--- config.mk ---
export PLATFORM = sky130hd
export DESIGN_NAME = sat_accumulator
export DESIGN_NICKNAME = d
export VERILOG_FILES = /design/src/rtl/sat_accumulator.sv
export SDC_FILE = /design/constraint.sdc
export NUM_CORES = 1
export LEC_CHECK = 0
export CAP_MARGIN = 20
export CORE_ASPECT_RATIO = 0.8
export CORE_UTILIZATION = 53
export CTS_CLUSTER_SIZE = 20
export DETAILED_ROUTE_END_ITERATION = 12
export PLACE_DENSITY = 0.92
export RECOVER_POWER = 100
export REMOVE_ABC_BUFFERS = 1
export SKIP_CTS_REPAIR_TIMING = 1
export SKIP_LAST_GASP = 1
export SLEW_MARGIN = 0
export SYNTH_ARGS = -nofsm -noshare
export SYNTH_HDL_FRONTEND = slang
export SYNTH_SLANG_ARGS = --single-unit
export TNS_END_PERCENT = 20
--- constraint.sdc ---
create_clock -name clk -period 3.5 [get_ports clk]
set_clock_uncertainty 0.05 [all_clocks]
set_input_delay 0.35 -clock clk [delete_from_list [all_inputs] [get_ports clk]]
set_output_delay 0.35 -clock clk [all_outputs]
set_load 0.05 [all_outputs]
--- src/rtl/sat_accumulator.sv ---
// Saturating signed add/subtract accumulator over a programmable number of terms.
// Operands stream in under valid/ready; the result is held until the consumer takes it.
module sat_accumulator #(
    parameter int DATA_WIDTH = 16,
    parameter int CNT_WIDTH  = 4
) (
    input  logic                         clk,
    input  logic                         rst_n,
    input  logic                         start,
    input  logic [CNT_WIDTH-1:0]         len,
    input  logic                         in_valid,
    output logic                         in_ready,
    input  logic signed [DATA_WIDTH-1:0] in_data,
    input  logic                         in_sub,
    output logic                         out_valid,
    input  logic                         out_ready,
    output logic signed [DATA_WIDTH-1:0] out_data,
    output logic                         out_ovf,
    output logic                         busy
);

    typedef enum logic [1:0] {IDLE, ACCUM, DONE} state_t;

    state_t                         state, state_next;
    logic signed [DATA_WIDTH-1:0]   acc_p0;
    logic                           ovf_p0;
    logic        [CNT_WIDTH-1:0]    cnt_p0;
    logic        [CNT_WIDTH-1:0]    len_p0;
    logic signed [DATA_WIDTH-1:0]   sum;
    logic                           sum_ovf;
    logic                           accept;
    logic                           last;

    // Ripple sum acc + (sub ? ~b : b) + sub; on signed overflow clamp toward the acc sign.
    // Returns {overflow, value}.
    function automatic logic [DATA_WIDTH:0] sat_add(
        input logic signed [DATA_WIDTH-1:0] a,
        input logic signed [DATA_WIDTH-1:0] b,
        input logic                         sub
    );
        logic [DATA_WIDTH-1:0] eff;
        logic [DATA_WIDTH-1:0] raw;
        logic                  ovf;
        eff = sub ? ~b : b;
        raw = a + eff + {{(DATA_WIDTH-1){1'b0}}, sub};
        ovf = (a[DATA_WIDTH-1] == eff[DATA_WIDTH-1]) && (raw[DATA_WIDTH-1] != a[DATA_WIDTH-1]);
        if (ovf)
            raw = a[DATA_WIDTH-1] ? {1'b1, {(DATA_WIDTH-1){1'b0}}}
                                  : {1'b0, {(DATA_WIDTH-1){1'b1}}};
        return {ovf, raw};
    endfunction

    always_comb begin
        {sum_ovf, sum} = sat_add(acc_p0, in_data, in_sub);
    end

    assign accept = in_valid && (state == ACCUM);
    assign last   = accept && (cnt_p0 == (len_p0 - 1'b1));

    always_ff @(posedge clk or negedge rst_n) begin
        if (!rst_n)
            state <= IDLE;
        else
            state <= state_next;
    end

    always_comb begin
        state_next = state;
        case (state)
            IDLE: begin
                if (start)
                    state_next = (len == '0) ? DONE : ACCUM;
            end
            ACCUM: begin
                if (last)
                    state_next = DONE;
            end
            DONE: begin
                if (out_ready)
                    state_next = IDLE;
            end
            default: state_next = IDLE;
        endcase
    end

    // Stage p0: accumulator, sticky overflow, term counter and latched length
    always_ff @(posedge clk or negedge rst_n) begin
        if (!rst_n) begin
            acc_p0 <= '0;
            ovf_p0 <= 1'b0;
            cnt_p0 <= '0;
            len_p0 <= '0;
        end else begin
            if (state == IDLE && start) begin
                acc_p0 <= '0;
                ovf_p0 <= 1'b0;
                cnt_p0 <= '0;
                len_p0 <= len;
            end else if (accept) begin
                acc_p0 <= sum;
                ovf_p0 <= ovf_p0 | sum_ovf;
                cnt_p0 <= cnt_p0 + 1'b1;
            end
        end
    end

    assign in_ready  = (state == ACCUM);
    assign out_valid = (state == DONE);
    assign out_data  = (state == DONE) ? acc_p0 : '0;
    assign out_ovf   = (state == DONE) ? ovf_p0 : 1'b0;
    assign busy      = (state != IDLE);

endmodule

=== Word level (Yosys, flattened, before mapping) ===
Cells that the tools add are included.

* Eq/ne operators: 8
* Bitwise operators: 2
* $add $sub $neg: 4
* Muxes and demuxes: 16
* Reduce and logical (&&, ||, !) cells: 9

{| class="wikitable"
|+ Operators by type and width
! operator !! count
|-
| $mux 16 || 6
|-
| $add 16x1->16 || 1
|-
| $add 16x16->16 || 1
|-
| $not 16->16 || 1
|-
| $mux 2 || 4
|-
| $mux 4 || 2
|-
| $pmux 2 s3 || 1
|-
| $add 4x1->4 const B || 1
|-
| $eq 4x4->1 || 1
|-
| $logic_and 1x1->1 || 4
|-
| $logic_not 4->1 || 1
|-
| $ne 2x1->1 const B || 2
|-
| $reduce_bool 2->1 || 2
|-
| $sub 4x1->4 const B || 1
|-
| $mux 1 || 3
|-
| $reduce_and 3->1 || 1
|-
| $eq 2x1->1 const B || 1
|-
| $eq 2x2->1 const B || 1
|-
| $logic_not 2->1 || 1
|-
| $ne 2x2->1 const B || 1
|-
| $eq 1x1->1 || 1
|-
| $ne 1x1->1 || 1
|-
| $or 1x1->1 || 1
|}

* Logic and storage cells: 44
* Output and inout port bits: 20
* Flip-flop bits (word level): 27
* Input bits: 26

=== Depth between registers and ports, before layout ===
* Word-level depth: 9
* Gate-level depth with buffers: 12
* Mapped depth without buffers: 9

=== Worst setup path after synthesis ===
OpenSTA, ideal clock, no wires.

* Path kind: input to register
* Start point: in in_sub
* End point: reg acc_p0[12]
* Slack: 0.527 ns
* Setup time: 0.127 ns
* Required time: 3.323 ns
* Arrival time: 2.797 ns
* Buffers on the path: 2
* Cell stages on the path: 10
* Cells stage by stage: buf_6 > clkbuf_1 > xor2_1 > fa_1 > a211oi_1 > o21ai_1 > and3_1 > or3_1 > a211oi_1 > o21ai_0

* Word-level cells in the longest chain between the ends: 8
* Elaborated cells on any way between the ends: 9
* Those cells by class: 2 x add/sub; 2 x eq/ne; 4 x mux; 1 x reduce/logical

{| class="wikitable"
|+ Ends and longest elaborated chain
! what !! line !! RTL
|-
| start, declared || 14 || <nowiki>input logic in_sub,</nowiki>
|-
| $mux 16 || 44 || <nowiki>eff = sub ? ~b : b;</nowiki>
|-
| $add 16x16->16 || 45 || <nowiki>raw = a + eff + {{(DATA_WIDTH-1){1'b0}}, sub};</nowiki>
|-
| $add 16x1->16 || 45 ||
|-
| $ne 1x1->1 || 46 || <nowiki>ovf = (a[DATA_WIDTH-1] == eff[DATA_WIDTH-1]) && (raw[DATA_WIDTH-1] != a[DATA_WIDTH-1]);</nowiki>
|-
| $logic_and 1x1->1 || 46 ||
|-
| $mux 16 (*) || 47 || <nowiki>if (ovf)</nowiki>
|-
| $mux 16 (*) || 99 || <nowiki>end else if (accept) begin</nowiki>
|-
| $mux 16 (*) || 94 || <nowiki>if (state == IDLE && start) begin</nowiki>
|-
| end signal, assigned || 100 || <nowiki>acc_p0 <= sum;</nowiki>
|-
| end, declared || 25 || <nowiki>logic signed [DATA_WIDTH-1:0] acc_p0;</nowiki>
|}

Mark *: on every way between the ends. The rest lies on a longest branch, timed or not. The select of a mux whose other input is x is not followed.
A chain may end at the register's enable or synchronous reset.

=== Worst setup path in the final report ===
* Start point: in in_sub
* End point: reg acc_p0[10]

The elaborated chain is that of the path after synthesis.

==> summary.md <==
| Metric | Value |
|---|---|
| Worst slack at placement | 226.5 ps |
| Fillers | a little under 400 |
| Initial antenna violation count | 0 |
| Total grt overflow | 0 |
| Core Region | 4569 sq um |
| Worst-path fanout max | 16 |
| CP endpoint kind | flip-flop |
| Site Rows | 22 |
| CTS tree | yes |
| YS warnings | 0 |
| Max Buffers Root-to-Sink | 2 |
| Crit. Startpoint | in_sub |
| Setup ws final | 354.8 ps |
| Clock buffer count from CTS | 3 |
| Synth Flop Type | dfrtp_1 |
| Maxcap violations | 0 |
| Status | finished clean |
| Critical Path AT | 3250 ps |
| Worst hold stages | 2 |
| Worst vdd ir | 0.4257 mV |
| R2R Setup Slk | approximately 780 ps |
| Area growth syn-to-layout | 20.53% |
| Final Hold Vio Count | 0 |
| CTS H-tree depth | 1 |
| Nets@finish | ~380 |
| Die height | approximately 64 um |
| Setup-failing EPs final | 0 |
| Final Max Slew Viols | 0 |
| DR pass1 iterations | 5 |
| Worst Tran Pin Value | 1467 ps |
| Min-delay src | acc_p0[3] |
| Power Density | 885.2 nW/um^2 |
| Clock Latency Late Sink | 270 ps |
| Final wirelength | 6058 um |
| CP Launch Type | input pin |
| Post-placement cell count | 391 |
| Global Route Usage Sum | 24.73% |
| RSZ-0062 raised after global routing | false |
| Placed wire-length estimate | 4703 um |
| Netlist Area Pre-Place | 2511 sq um |
| Avg Synthesized Cell Area | 8.659 sq um |
| Antenna Cells | 0 |
| Hold crit path type | flip-flop to flip-flop |
| Share of flip-flops with an asynchronous set or reset | between 90% and 100% |
| Post-synthesis register bit count | 27 |
| Total power draw | 0.002679 W |
| Worst R2R Start | acc_p0[0] |
| Reg2reg end | acc_p0[12] |
| Mapped Cells | 290 |
| Min cycle time layout | 3145 ps |
| Reg2Reg Depth | 9 |
| Minimum hold slack | 471.9 ps |
| Global-route wire length before repair | 9915 um |
| Clock sinks | 27 |
| Number of global-route vias before repair | 2256 |
| Synth top area share | 26.91% |
| Layout cells sized above 1 | 8.657% |
| Non-Filler Instances | just under 400 |
| EDFF count, synth | 0 |
| Worst Hold Path EP | acc_p0[3] |
| Post-route DRC | 0 |
| CTS Root Cell | clkbuf_8 |
| Post-synthesis sequential area ratio | 26.91% |
| Die width | around 80 um |
| Setup TNS | 0 ps |
| Vias | 2342 |
| IO Pins | 46 |
| Required time worst endpoint | roughly 3600 ps |
| Routability cong. | 0.9530 |
| Cell variety after synth | 56 |
| 1st-iter DRT viols | 117 |
| Fmax achieved | 0.3179 GHz |
| Vias/cell | a little under 6 |
| Port Buffer Count | 45 |
| Final worst-path cycle share | 89.86% |
| WL/cell | 15.34 um |
| Lkg Pwr | approximately 1.4 nW |
| Yosys top cell by area | dfrtp_1 |
| Total Die Area | 5019 sq um |
| Largest net degree at the start of global routing | 28 |
| Initial Util | 54.96% |
| Top cells by area, synth | dfrtp_1 (27%), ha_1 (9.5%), xor2_1 (8.0%) |
| Synth cell count leaders | dfrtp_1 (27), nand2_1 (27), xor2_1 (23) |
| Max-slew headroom | 2.197% |
| ANT nets after route | 0 |
| Crit Path Class | input pin to flip-flop |
| Clock-pin slew on the worst setup and hold paths | approximately 100 ps |
## critical path, stage by stage
cell and delay (ps):
clkdlybuf4s50_1 500, buf_12 180, xor2_1 230, ha_1 300
a21oi_1 280, o22ai_1 200, a32oi_1 350, o32ai_1 220
buf_4 230, nor4_1 300, o21ai_0 110
## placed cells by master (no fill, tap or decap), types with 2 or more instances in the layout
cell	count
o21a_1	4
nor2_1	15
o21ai_0	16
o21ai_1	4
and3_1	2
nand2_1	27
and2_1	16
nor3_1	15
buf_4	6
o31ai_1	2
xor2_1	23
dfrtp_1	27
nor2b_1	4
o32ai_1	2
clkbuf_8	3
o21bai_1	2
mux2_2	2
dlygate4sd3_1	21
o21ai_2	10
a211oi_1	6
inv_1	9
nand3_1	3
ha_1	19
o22ai_1	3
or2_2	2
clkbuf_1	3
xnor2_1	10
clkdlybuf4s50_1	24
a21oi_1	17
nand4_1	5
nor4_1	2
or3_1	4
a21o_1	4
## where the power goes
part | switching (W) | internal (W) | total, W | leakage, nW
logic | 0.00110 | 0.000782 | 0.00188 | 0.982
clock network | 0.0000989 | 0.0000817 | 0.000181 | 0.0228
registers | 0.000160 | 0.000455 | 0.000616 | 0.349
## logic make-up after synthesis
| kind of cell | Yosys count | synth area share, % |
|---|---|---|
| buffers and inverters | 22 | 5.132 |
| flip-flops | 27 | 26.91 |
| multiplexers | 3 | 1.445 |
| AO/OA/AOI/OAI | 83 | 23.72 |
| XOR/XNOR | 33 | 11.51 |
| adder cells (fa/ha/maj) | 20 | 10.26 |
| AND/OR/NAND/NOR | 102 | 21.03 |
## worst max path at each step
| stage | to |
|---|---|
| after global routing | acc_p0[10] |
| after CTS | acc_p0[0] |
| after floorplan | out_ovf |
| after detailed placement | acc_p0[14] |
| final | acc_p0[10] |
| after global placement | acc_p0[12] |
## metrics by stage
| step | util (%) | area [sq um] |
|---|---|---|
| 2_1_floorplan | - | 2416 |
| 3_3_place_gp | 66.13 | 3022 |
| 3_5_place_dp | 66.13 | 3022 |
| 4_1_cts | 67.11 | 3067 |
| 5_1_grt | 66.24 | 3027 |
| 6_report | 66.24 | 3027 |
## flip-flops by register name, summed over array words and instances, names as in the netlist
signal / cells
acc_p0: 16
cnt_p0: 4
len_p0: 4
state: 2
ovf_p0: 1
## routing by layer
metal	GRT usage [%]	part of all wire, %	up-vias
met3	2.899	8.4	13
met1	33.12	42	1107
li1	-	-	1125
met2	40.95	48	97
met5	0	0	-
met4	8.636	1.6	0
## layout make-up
class	count	area, sq um	share of cell area (%)
well taps	60	75.07	2.480
multi-input cells	241	1674	55.31
inverters	9	33.78	1.116
clock buffers	4	45.04	1.488
repair buffers	54	523.0	17.28
flip-flops and latches	27	675.6	22.32
Note: power is estimated with default switching activity, not from simulation.
